File: src/rtl/bcd_pkg.sv
// bcd_pkg: shared FSM encoding, BCD digit constants and a constant clog2 for the binary-to-BCD converter
package bcd_pkg;
  typedef enum logic [1:0] {IDLE, SHIFT, DONE} state_t;
  localparam int BCD_DIGIT_W = 4;
  localparam int ADJ_THRESH  = 5;
  localparam int ADJ_ADD     = 3;
  function automatic int clog2(input int v);
    int r;
    r = 0;
    while ((1 << r) < v) r++;
    return r;
  endfunction
endpackage

File: src/rtl/bcd_digit_adj.sv
// bcd_digit_adj: combinational double-dabble digit correction, d_o = d_i + 3 when d_i >= 5 (4-bit, carry dropped)
//   d_i  in  4  BCD digit before the shift
//   d_o  out 4  corrected digit
module bcd_digit_adj
  import bcd_pkg::*;
(
  input  logic [BCD_DIGIT_W-1:0] d_i,
  output logic [BCD_DIGIT_W-1:0] d_o
);
  assign d_o = d_i >= BCD_DIGIT_W'(ADJ_THRESH) ? d_i + BCD_DIGIT_W'(ADJ_ADD) : d_i;
endmodule

File: src/rtl/bin_to_bcd_seq.sv
// bin_to_bcd_seq: sequential shift-and-add-3 binary-to-BCD converter with start/busy/done handshake
//   clk, rst (async, active high); start/bin_in request a conversion when idle;
//   busy high while converting; done pulses one cycle when bcd_out (digit 0 in [3:0]) updates.
module bin_to_bcd_seq
  import bcd_pkg::*;
#(
  parameter int BIN_W  = 12,
  parameter int DIGITS = 4
) (
  input  logic                          clk,
  input  logic                          rst,
  input  logic                          start,
  input  logic [BIN_W-1:0]              bin_in,
  output logic                          busy,
  output logic                          done,
  output logic [BCD_DIGIT_W*DIGITS-1:0] bcd_out
);
  localparam int CW = clog2(BIN_W);
  localparam int AW = BCD_DIGIT_W * DIGITS;
  if (10 ** DIGITS <= 2 ** BIN_W - 1) begin : g_bad_digits
    $error("DIGITS too small to hold the largest BIN_W value");
  end
  state_t          state_q, state_d;
  logic [BIN_W-1:0] bin_q, bin_d;
  logic [AW-1:0]    acc_q, acc_d, adj, shifted, bcd_q, bcd_d;
  logic [CW-1:0]    cnt_q, cnt_d;
  logic             done_q, done_d, load, shifting, last;
  for (genvar i = 0; i < DIGITS; i++) begin : g_adj
    bcd_digit_adj u_adj (
      .d_i(acc_q[i*BCD_DIGIT_W +: BCD_DIGIT_W]),
      .d_o(adj[i*BCD_DIGIT_W +: BCD_DIGIT_W])
    );
  end
  assign load     = state_q == IDLE && start;
  assign shifting = state_q == SHIFT;
  assign last     = cnt_q == CW'(BIN_W - 1);
  // corrected accumulator shifted left, pulling in the next binary MSB
  assign shifted  = {adj[AW-2:0], bin_q[BIN_W-1]};
  always_ff @(posedge clk or posedge rst)
    if (rst) state_q <= IDLE;
    else     state_q <= state_d;
  always_comb
    state_d = state_q == IDLE  ? (start ? SHIFT : IDLE) :
              state_q == SHIFT ? (last ? DONE : SHIFT) : IDLE;
  always_comb begin
    bin_d  = load ? bin_in : shifting ? {bin_q[BIN_W-2:0], 1'b0} : bin_q;
    acc_d  = load ? '0 : shifting ? shifted : acc_q;
    cnt_d  = load ? '0 : shifting ? cnt_q + 1'b1 : cnt_q;
    bcd_d  = shifting && last ? shifted : bcd_q;
    done_d = shifting && last;
  end
  always_ff @(posedge clk or posedge rst)
    if (rst) begin
      bin_q  <= '0;
      acc_q  <= '0;
      cnt_q  <= '0;
      bcd_q  <= '0;
      done_q <= 1'b0;
    end else begin
      bin_q  <= bin_d;
      acc_q  <= acc_d;
      cnt_q  <= cnt_d;
      bcd_q  <= bcd_d;
      done_q <= done_d;
    end
  assign busy    = state_q != IDLE;
  assign done    = done_q;
  assign bcd_out = bcd_q;
endmodule

File: config.mk
export PLATFORM = sky130hd
export DESIGN_NAME = bin_to_bcd_seq
export DESIGN_NICKNAME = d
export VERILOG_FILES = /design/src/rtl/bcd_pkg.sv /design/src/rtl/bcd_digit_adj.sv /design/src/rtl/bin_to_bcd_seq.sv
export SDC_FILE = /design/constraint.sdc
export NUM_CORES = 1
export LEC_CHECK = 0
export BUFFER_PORTS_ARGS = -buffer_cell sky130_fd_sc_hd__buf_2
export CORE_UTILIZATION = 44
export DETAILED_ROUTE_END_ITERATION = 8
export GPL_TIMING_DRIVEN = 1
export PLACE_DENSITY = 0.75
export SLEW_MARGIN = 20
export SYNTH_ARGS = -nofsm -noshare
export SYNTH_HDL_FRONTEND = slang
export SYNTH_SLANG_ARGS = --single-unit
File: constraint.sdc
create_clock -name clk -period 1.69 [get_ports clk]
set_input_delay 0.338 -clock clk [delete_from_list [all_inputs] [get_ports clk]]
set_output_delay 0.338 -clock clk [all_outputs]
set_load 0.01 [all_outputs]
==> flow_summary.rst <==
.. list-table::
   :header-rows: 1

   * - Metric
     - Value
   * - Distinct cell type count after synthesis
     - 29
   * - Type of the tightest min-delay check
     - in2reg
   * - Clk Tree Root Cell
     - clkbuf_8
   * - Period utilization
     - 96.7%
   * - Cell chain of the critical path
     - buf_6 -> or2_2 -> buf_2
   * - CTS clock-pin slew for the worst setup and hold paths
     - 90 ps
   * - Top cell type by total area after synthesis
     - dfrtp_1
   * - Async set or reset register ratio after synthesis
     - between 90% and 100%
   * - Summed instance area of the synthesized netlist
     - 0.00252 mm^2
   * - Residual antenna-violating net count after detailed routing
     - 0
   * - Post-Place Cells
     - between 300 and 400
   * - Number of top-level pins
     - 33
   * - Worst-Margin Slew
     - about 590 ps
   * - Sinks on the clock net
     - between 50 and 60
   * - Count of inserted antenna diode cells
     - 0
   * - Initial antenna violation count
     - 0
   * - Global Route Usage Sum
     - about 18%
   * - R2r startpoint
     - acc_q[4]$_DFFE_PP0P_
   * - Type of destination of the critical path
     - output pin
   * - Setup WS post-layout
     - 56.5 ps
   * - Post-detailed-placement cell area
     - between 0.002 and 0.003 mm^2
   * - Finished Layout Cells
     - approximately 350
   * - Leak Pwr
     - ~1.4 nW
   * - Number of global-route vias before repair
     - roughly 1800
   * - Number of nets in the finished design
     - 300
   * - Floorplan die height
     - between 70 and 80 um
   * - Post-synth EDFFs
     - 0
   * - Slowest cell on the critical path
     - dfrtp_1
   * - Yosys warning count
     - 0
   * - Hold Path Origin
     - bin_in[7]
   * - Net count after synthesis
     - 261
   * - Number of setup violations in the final report
     - 0
   * - Setup slack after placement
     - 21.6 ps
   * - Initial Util
     - a little under half
   * - Number of clock buffers inserted by TritonCTS
     - 5
   * - Peak supply drop
     - 0.000701 V
   * - DRC
     - 0
   * - Critical Path Max Stage Delay
     - 390 ps
   * - Average size of a mapped cell
     - 10.6 um^2
   * - Endpoints failing hold
     - 0
   * - Post-layout power
     - roughly 0.0058 W
   * - First-pass iteration count of the detailed router
     - 4
   * - Setup CP Type
     - reg2out
   * - Portion of synthesized cell area occupied by the leading cell type
     - about half
   * - Pin count of the biggest net entering global routing
     - 23
   * - Total number of placement rows
     - 27
   * - Area growth from synthesis to layout
     - 18.8%
   * - Final Critical Period
     - 1630 ps
   * - DRT iter0 DRCs
     - 120
   * - Hpwl dp
     - 3360 um
   * - Port-buffer cells
     - 32
   * - DR vias
     - 1857
   * - Wire length of the first global-routing pass
     - approximately 8400 um
   * - Wire length after detailed routing
     - roughly 5100 um
   * - Clk_lat worst skew
     - approximately 310 ps
   * - Clock H-tree levels
     - 2
   * - X dimension of the die
     - about 78 um
   * - Most frequent cell after synthesis
     - dfrtp_1
   * - Ratio of cells with drive above 1 in the final layout
     - 30.0%
   * - Max-cap check violation count
     - 0
   * - Crit path max fanout
     - 19
   * - Flip-flop and latch count after synthesis
     - around 50
   * - Max-slew violations
     - 0
   * - Ys flop type
     - dfrtp_1
   * - Final hold slack
     - between 300 and 400 ps
   * - Worst path arrival time
     - roughly 1300 ps
   * - Sequential share of the synthesized area
     - about half
   * - CP required
     - 1350 ps
   * - GRT overflow
     - 0
   * - Floorplan core area
     - 0.00551 mm^2
   * - Final design area excluding fillers
     - 0.00299 mm^2
   * - Maximum number of buffers from clock root to sink
     - 2
   * - Outcome
     - completed
   * - Most instantiated cells after synthesis
     - dfrtp_1, o21ai_0, a21oi_1
   * - Worst-case clock skew
     - 9.84 ps
   * - Drt via density
     - roughly 5.3
   * - Die outline area
     - 0.00602 mm^2
   * - Max-slew headroom
     - a little over 60%
   * - Most area-consuming cells after synthesis
     - dfrtp_1, o21ai_0, a21oi_1
   * - Average wire length per cell after detail routing
     - between 10 and 15 um
   * - CTS tree
     - built
   * - Kind of start point of the critical path
     - flip-flop
   * - Gate count after technology mapping
     - ~240
   * - Power per standard cell area
     - between 1500 and 2000 mW/mm^2
   * - Final weighted congestion in routability-driven placement
     - approximately 0.73
   * - Highest clock rate
     - 612 MHz
   * - Launch point of the critical path
     - state_q[0]$_DFF_PP0_
worst max-delay path, delay by kind of cell (launching register included):
family / cells / cell delay (ps)
DFF: 1 / 390
buffers and inverters: 2 / 300
and+or+nand+nor: 1 / 300
metal layers:
layer  wire length [um]  part of all wire [%]  vias up  GRT usage, %
met1               2370                    47      906          23.1
met2               2500                    49       36          30.4
met3                159                   3.1        5          4.24
met4                 45                  0.89        0          4.53
met5                  0                     0        -             0
li1                   -                     -      910             -
cells by family after synthesis:
group | synth area share [%]
and+or+nand+nor | 12.9
adders and majority gates | 4.48
xor gates and xnor gates | 1.39
AOI/OAI and AO/OA | 19.7
buffers and inverters | 4.62
muxes | 6.12
DFF | 50.7
layout by cell type (no fill, tap or decap), types with 3 or more instances in the layout:
cell type / netlist / layout
mux2_2: 7 / 7
inv_1: 9 / 8
nor2_1: 11 / 11
a22oi_1: 10 / 10
ha_1: 9 / 7
mux2_4: 3 / 3
or3b_2: 3 / 3
o21ai_0: 28 / 27
xnor2_1: 4 / 4
dfrtp_1: 51 / 51
buf_4: 0 / 8
nor3_1: 6 / 6
nor2b_1: 13 / 12
nand2_1: 13 / 13
a21oi_2: 0 / 4
a22o_1: 11 / 11
clkbuf_8: 0 / 6
a31oi_2: 4 / 4
a21oi_1: 24 / 20
nor3b_1: 3 / 3
buf_2: 6 / 32
nand2b_1: 4 / 4
final timing paths:
path | cells past startpoint | end | slack [ps]
worst max-delay path | 3 | busy | 60
worst min-delay path | 3 | bin_q[7]$_DFFE_PP0P_ | 310
worst max register to register | 6 | bcd_out[6]$_DFFE_PP0P_ | 80
worst min register to register | 1 | bcd_out[10]$_DFFE_PP0P_ | 520
max in group asynchronous | 4 | acc_q[9]$_DFFE_PP0P_ | 550
min in group asynchronous | 3 | bcd_out[5]$_DFFE_PP0P_ | 530
layout make-up:
cell class | count | area, um^2
Tap cell | 72 | 90.1
Clock buffer | 6 | 82.6
Inverter | 9 | 33.8
Timing Repair Buffer | 46 | 318
Fill cell | 464 | 2520
Multi-Input combinational cell | 163 | 1150
Clock inverter | 2 | 35.0
Sequential cell | 51 | 1280
power by group:
part	switching, W	internal, W	leakage [nW]	total, W
clock network	0.000414	0.000480	0.0612	0.000894
logic	0.00137	0.00132	0.654	0.00269
registers	0.000454	0.00177	0.640	0.00223
metrics by stage:
stage | TNS [ps] | utilization [%]
after global routing | -19.6 | 54.3
after floorplan | 0 | -
after global placement | 0 | 50.7
after CTS | 0 | 52.9
final | 0 | 54.3
after detailed placement | 0 | 50.7
flip-flops by register name (all words and copies together) (netlist names):
register and flops:
bcd_out 16, acc_q 16, cnt_q 4, state_q 2, done 1, bin_q 12
repair_timing:
action                     4_1_cts  5_1_grt
setup endpoints to repair        1       12
pin swaps                        0        2
gates cloned                     0        1
gates resized for setup          1       11
hold buffers                     0        1
buffers inserted                 0        1
hold endpoints to repair         0        1
No activity file was read; power rests on OpenSTA's default activity.
